`config.mk`:
```
export PLATFORM = sky130hd
export DESIGN_NAME = cv32e40x_xif_result_tx
export DESIGN_NICKNAME = d
export VERILOG_FILES = /design/src/rtl/cv32e40x_xif_aes_pkg.sv /design/src/rtl/cv32e40x_xif_result_tx.sv
export SDC_FILE = /design/constraint.sdc
export NUM_CORES = 1
export LEC_CHECK = 0
export ABC_AREA = 1
export CAP_MARGIN = 20
export CORE_ASPECT_RATIO = 1.1
export CORE_MARGIN = 2
export CORE_UTILIZATION = 39
export CTS_CLUSTER_DIAMETER = 200
export DETAILED_ROUTE_END_ITERATION = 12
export GPL_TIMING_DRIVEN = 0
export PLACE_DENSITY_LB_ADDON = 0.3
export SLEW_MARGIN = 15
export SYNTH_ARGS = -nofsm -noshare
export SYNTH_HDL_FRONTEND = slang
export SYNTH_SLANG_ARGS = --single-unit
```
`constraint.sdc`:
```
create_clock -name clk_i -period 1.9 [get_ports clk_i]
set_clock_uncertainty 0.15 [all_clocks]
set_input_delay 0.57 -clock clk_i [delete_from_list [all_inputs] [get_ports clk_i]]
set_output_delay 0.57 -clock clk_i [all_outputs]
set_load 0.005 [all_outputs]
```
`src/rtl/cv32e40x_xif_aes_pkg.sv`:
```
// -----------------------------------------------------------------------------
// cv32e40x_xif_aes -- shared types for the XIF AES coprocessor slice.
//
// Contents:
//   XIF_ID_WIDTH    width of the instruction ID carried through the ID/rd FIFO
//   id_rd_packet_t  ID/rd FIFO entry {id, rd, we}
//   result_state_e  state encoding of the result transmitter
// -----------------------------------------------------------------------------
package cv32e40x_xif_aes;

    localparam int unsigned XIF_ID_WIDTH = 4;

    typedef struct packed {
        logic [XIF_ID_WIDTH-1:0] id;
        logic [4:0]              rd;
        logic                    we;
    } id_rd_packet_t;

    typedef enum logic {
        RES_IDLE = 1'b0,
        RES_HOLD = 1'b1
    } result_state_e;

endpackage

```
`src/rtl/cv32e40x_xif_result_tx.sv`:
```
// -----------------------------------------------------------------------------
// cv32e40x_xif_result_tx -- XIF result channel transmitter.
//
// Pairs each AES datapath result with the head of the ID/rd FIFO, registers
// the pair and presents it on the XIF result interface until the core takes
// it. A new result may be loaded in the same cycle the held one is accepted,
// so a continuous stream runs at one result per cycle.
//
// Ports:
//   clk_i, rst_ni      clock, asynchronous active-low reset
//   flush_i            drop any held result, return to idle
//   fifo_empty_i       ID/rd FIFO empty flag
//   fifo_data_i        ID/rd FIFO head entry
//   fifo_pop_o         pop the FIFO head (one per accepted AES result)
//   aes_valid_i        AES result valid
//   aes_data_i         AES result word
//   aes_ready_o        AES result accepted when aes_valid_i is also high
//   result_valid_o     XIF result valid
//   result_ready_i     XIF result ready from the core
//   result_id_o        result instruction ID
//   result_rd_o        destination register
//   result_we_o        register-file write enable
//   result_data_o      result data
//   stall_cnt_o        cycles with result_valid_o=1 and result_ready_i=0
//
// Build option:
//   CV32E40X_XIF_RESULT_STALL_CNT_EN  enables the saturating back-pressure
//   counter; when undefined stall_cnt_o is tied to 0 and no flops are built.
//
// States:
//   state    | meaning
//   RES_IDLE | no result held, result_valid_o = 0
//   RES_HOLD | result registered, result_valid_o = 1
// -----------------------------------------------------------------------------
module cv32e40x_xif_result_tx
    import cv32e40x_xif_aes::*;
#(
    parameter int unsigned X_ID_WIDTH  = 4,
    parameter int unsigned X_RFW_WIDTH = 32
) (
    input  logic                   clk_i,
    input  logic                   rst_ni,
    input  logic                   flush_i,
    input  logic                   fifo_empty_i,
    input  id_rd_packet_t          fifo_data_i,
    output logic                   fifo_pop_o,
    input  logic                   aes_valid_i,
    input  logic [X_RFW_WIDTH-1:0] aes_data_i,
    output logic                   aes_ready_o,
    output logic                   result_valid_o,
    input  logic                   result_ready_i,
    output logic [X_ID_WIDTH-1:0]  result_id_o,
    output logic [4:0]             result_rd_o,
    output logic                   result_we_o,
    output logic [X_RFW_WIDTH-1:0] result_data_o,
    output logic [15:0]            stall_cnt_o
);

    result_state_e state_q;
    result_state_e state_d;
    logic          can_take;
    logic          accept;

    // The output slot is free when idle or when the held result leaves this
    // cycle. rst_ni gates the handshake so nothing pops while in reset.
    assign can_take = rst_ni & ~flush_i & ~fifo_empty_i
                      & ((state_q == RES_IDLE) | result_ready_i);
    assign accept   = can_take & aes_valid_i;

    // State register
    always_ff @(posedge clk_i or negedge rst_ni) begin
        if (!rst_ni) begin
            state_q <= RES_IDLE;
        end else begin
            state_q <= state_d;
        end
    end

    // Next-state logic
    always_comb begin
        state_d = state_q;
        if (flush_i) begin
            state_d = RES_IDLE;
        end else if (accept) begin
            state_d = RES_HOLD;
        end else if ((state_q == RES_HOLD) && result_ready_i) begin
            state_d = RES_IDLE;
        end
    end

    // Output logic
    always_comb begin
        result_valid_o = (state_q == RES_HOLD);
        aes_ready_o    = can_take;
        fifo_pop_o     = accept;
    end

    // Result payload; only written on accept so it stays stable under
    // back-pressure.
    always_ff @(posedge clk_i or negedge rst_ni) begin
        if (!rst_ni) begin
            result_id_o   <= '0;
            result_rd_o   <= '0;
            result_we_o   <= 1'b0;
            result_data_o <= '0;
        end else if (accept) begin
            result_id_o   <= X_ID_WIDTH'(fifo_data_i.id);
            result_rd_o   <= fifo_data_i.rd;
            result_we_o   <= fifo_data_i.we;
            result_data_o <= aes_data_i;
        end
    end

`ifdef CV32E40X_XIF_RESULT_STALL_CNT_EN
    logic [15:0] stall_cnt_q;

    // Saturating; cleared only by reset so it accumulates across flushes.
    always_ff @(posedge clk_i or negedge rst_ni) begin
        if (!rst_ni) begin
            stall_cnt_q <= '0;
        end else if (result_valid_o && !result_ready_i && (stall_cnt_q != 16'hFFFF)) begin
            stall_cnt_q <= stall_cnt_q + 16'd1;
        end
    end

    assign stall_cnt_o = stall_cnt_q;
`else
    assign stall_cnt_o = '0;
`endif

endmodule

```
==> results <==
## power by group
part,switching (mW),internal [mW],total (mW)
Clock,0.288,0.332,0.620
Sequential,0.0900,1.08,1.17
Combinational,0.268,0.502,0.770
## logic make-up (layout without fill, tap and decap cells)
group,Yosys count,after routing
buffers and inverters,38,158
flip-flops,43,43
AO/OA/AOI/OAI,1,1
other,1,16
AND/OR/NAND/NOR,132,132
## synth_stat cells
master	instances	area, µm²
buf_6	8	90.1
nand2_2	1	6.26
inv_2	1	3.75
o21ai_0	1	5.00
buf_2	9	45.0
nand2_1	85	319
nand4_1	42	263
nor2_4	1	11.3
dfrtp_1	43	1080
buf_4	16	120
nand2_4	1	11.3
inv_1	4	15.0
nor2_2	1	6.26
nand4_4	1	21.3
conb_1	1	3.75
## placed cells by master, fill, tap and decap left out, types with 7 or more instances in the layout
cell / count
buf_4: 34
nand4_1: 42
dlymetal6s2s_1: 16
dfrtp_1: 43
conb_1: 16
buf_6: 12
clkbuf_8: 7
nand2_1: 84
clkdlybuf4s50_1: 68
buf_2: 11
## layer usage
| layer | up-vias | track usage, % | wire, µm |
|---|---|---|---|
| li1 | 949 | - | - |
| met1 | 881 | 23.9 | 2250 |
| met2 | 58 | 30.1 | 2630 |
| met3 | 2 | 4.31 | 329 |
| met4 | 0 | 5.09 | 24 |
| met5 | - | 0 | 0 |
## repair_timing
item	4_1_cts	5_1_grt
endpoints found under the setup margin	3	21
resized for setup	36	18
pin swaps	6	2
gates cloned	1	0
buffers inserted	14	6
endpoints found under the hold margin	0	0
## worst paths after layout
check	startpoint	to	slack, ns	depth (start not counted)
setup / recovery	rst_ni	fifo_pop_o	0.006	7
hold / removal	rst_ni	result_data_o[17]$_DFFE_PN0P_	0.06	1
setup reg to reg	result_valid_o$_DFFE_PN0P_	result_rd_o[1]$_DFFE_PN0P_	0.44	7
hold reg to reg	result_data_o[13]$_DFFE_PN0P_	result_data_o[13]$_DFFE_PN0P_	0.32	2
max in group asynchronous	rst_ni	result_data_o[1]$_DFFE_PN0P_	1.20	3
min in group clk_i	result_data_o[13]$_DFFE_PN0P_	result_data_o[13]$_DFFE_PN0P_	0.32	2
## worst max-delay path, delay by kind of cell
family,cells,cell delay (ns)
buffers and inverters,5,0.40
AND/OR/NAND/NOR,2,0.21
## through the flow
stage | instance area [µm²] | TNS [ns]
after global placement | 3040 | -124.26
final | 3410 | 0
after detailed placement | 3060 | -7.64
after global routing | 3410 | -0.0409
after CTS | 3330 | -0.0127
after floorplan | 2050 | 0
## cell type report
| class | instances | area share (%) |
|---|---|---|
| clock buffer | 8 | 2.93 |
| sequential | 43 | 31.5 |
| multi-input combinational | 149 | 21.0 |
| timing repair buffer | 113 | 34.4 |
| tap | 58 | 2.13 |
| inverter | 5 | 0.697 |
| buffer | 32 | 7.34 |
## flip-flops by register name, summed over array words and instances (netlist names)
| name | count |
|---|---|
| result_valid_o | 1 |
| result_rd_o | 5 |
| result_id_o | 4 |
| result_we_o | 1 |
| result_data_o | 32 |
==> flow_metrics.env <==
export IMPL_syn_area_um2=2000
export IMPL_cp_cell_sequence="buf_16, inv_2, nor2_4, nand4_4, buf_6, inv_1, buf_2"
export IMPL_synth_compound_area_share_pct=0.251
export IMPL_synth_cell_types=15
export IMPL_hold_slack_ns=0.0573
export IMPL_status="finished clean"
export IMPL_holdBufCountCts=0
export IMPL_grt_max_degree=25
export IMPL_critPathCaptureType="output port"
export IMPL_start_util_pct=40.2
export IMPL_io_buffer_count=91
export IMPL_post_route_util_pct=68.7
export IMPL_hold_viol=0
export IMPL_setup_violations=0
export IMPL_critPathRequiredTime_ns=1.18
export IMPL_grt_pass1_wl_um=8010
export IMPL_clkLatencyLatePin_ns=0.28
export IMPL_cts_root_buffer="clkbuf_8"
export IMPL_yosysWarnings=0
export IMPL_wl_um=5230
export IMPL_io_pins=109
export IMPL_hpwl_um=3500
export IMPL_dr_pass1_iters=4
export IMPL_coreArea_um2=4970
export IMPL_synth_adder_area_share_pct=0
export IMPL_synth_seq_cells=43
export IMPL_dp_cells=380
export IMPL_postSynthAreaPerCell_um2=9.29
export IMPL_grt_use_total_pct=18.3
export IMPL_multi_input_area_um2=716
export IMPL_die_h_um=79.1
export IMPL_rows=27
export IMPL_finalPower_mw=2.56
export IMPL_slew_violations=0
export IMPL_maxCapViolations=0
export IMPL_cts_sinks=43
export IMPL_seqCellArea_um2=1080
export IMPL_arrival_ns=1.17
export IMPL_area_growth_syn_to_layout_pct=70.8
export IMPL_ir_drop_mv=0.432
export IMPL_drtAntennaViolNets=0
export IMPL_startpoint_type="input pin"
export IMPL_netlist_instances=215
export IMPL_first_global_vias=1685
export IMPL_yosys_mux_area_fraction_pct=0
export IMPL_crit_path_max_fanout=3
export IMPL_dieWidth_um=72.2
export IMPL_cts_path_max_buffers=2
export IMPL_finalCritPeriodShare_pct=99.7
export IMPL_critPathKind="in -> out"
export IMPL_drtIter0Drc=169
export IMPL_cts_tree="yes"
export IMPL_wl_per_cell_um=12.8
export IMPL_max_freq_ghz=0.528
export IMPL_htreeDepth=2
export IMPL_synth_xor_area_share_pct=0
export IMPL_fillCellCount=423
export IMPL_die_area_um2=5710
export IMPL_antenna_found_initial=0
export IMPL_timing_final_ws_setup_ns=0.00609
export IMPL_slowest_stage="buf_6"
export IMPL_synth_simple_area_share_pct=32.0
export IMPL_place_ws_ns=-1.03
export IMPL_clk_pin_slew_ns=0.08
export IMPL_rsz0062_at_grt="yes"
export IMPL_slowest_delay_ns=0.13
export IMPL_synth_top_family_by_area="simple AND/OR/NAND/NOR gates"
export IMPL_antenna_diode_count=0
export IMPL_min_path_type="in -> async"
export IMPL_gp_congestion=0.715
export IMPL_drc_errors=0
export IMPL_drive_gt1_share_pct=21.7
export IMPL_vias_per_cell=4.63
export IMPL_power_density_nw_per_um2=751
export IMPL_stdcell_count=408
export IMPL_vias=1890
export IMPL_cts_made_buffers=5
export IMPL_final_net_count=397
export IMPL_ys_seq_area_share_pct=53.9
export IMPL_fin_crit_ns=1.89
export IMPL_leakage_nw=1.92
export IMPL_overflow=0
No activity file was read; power rests on OpenSTA's default activity.
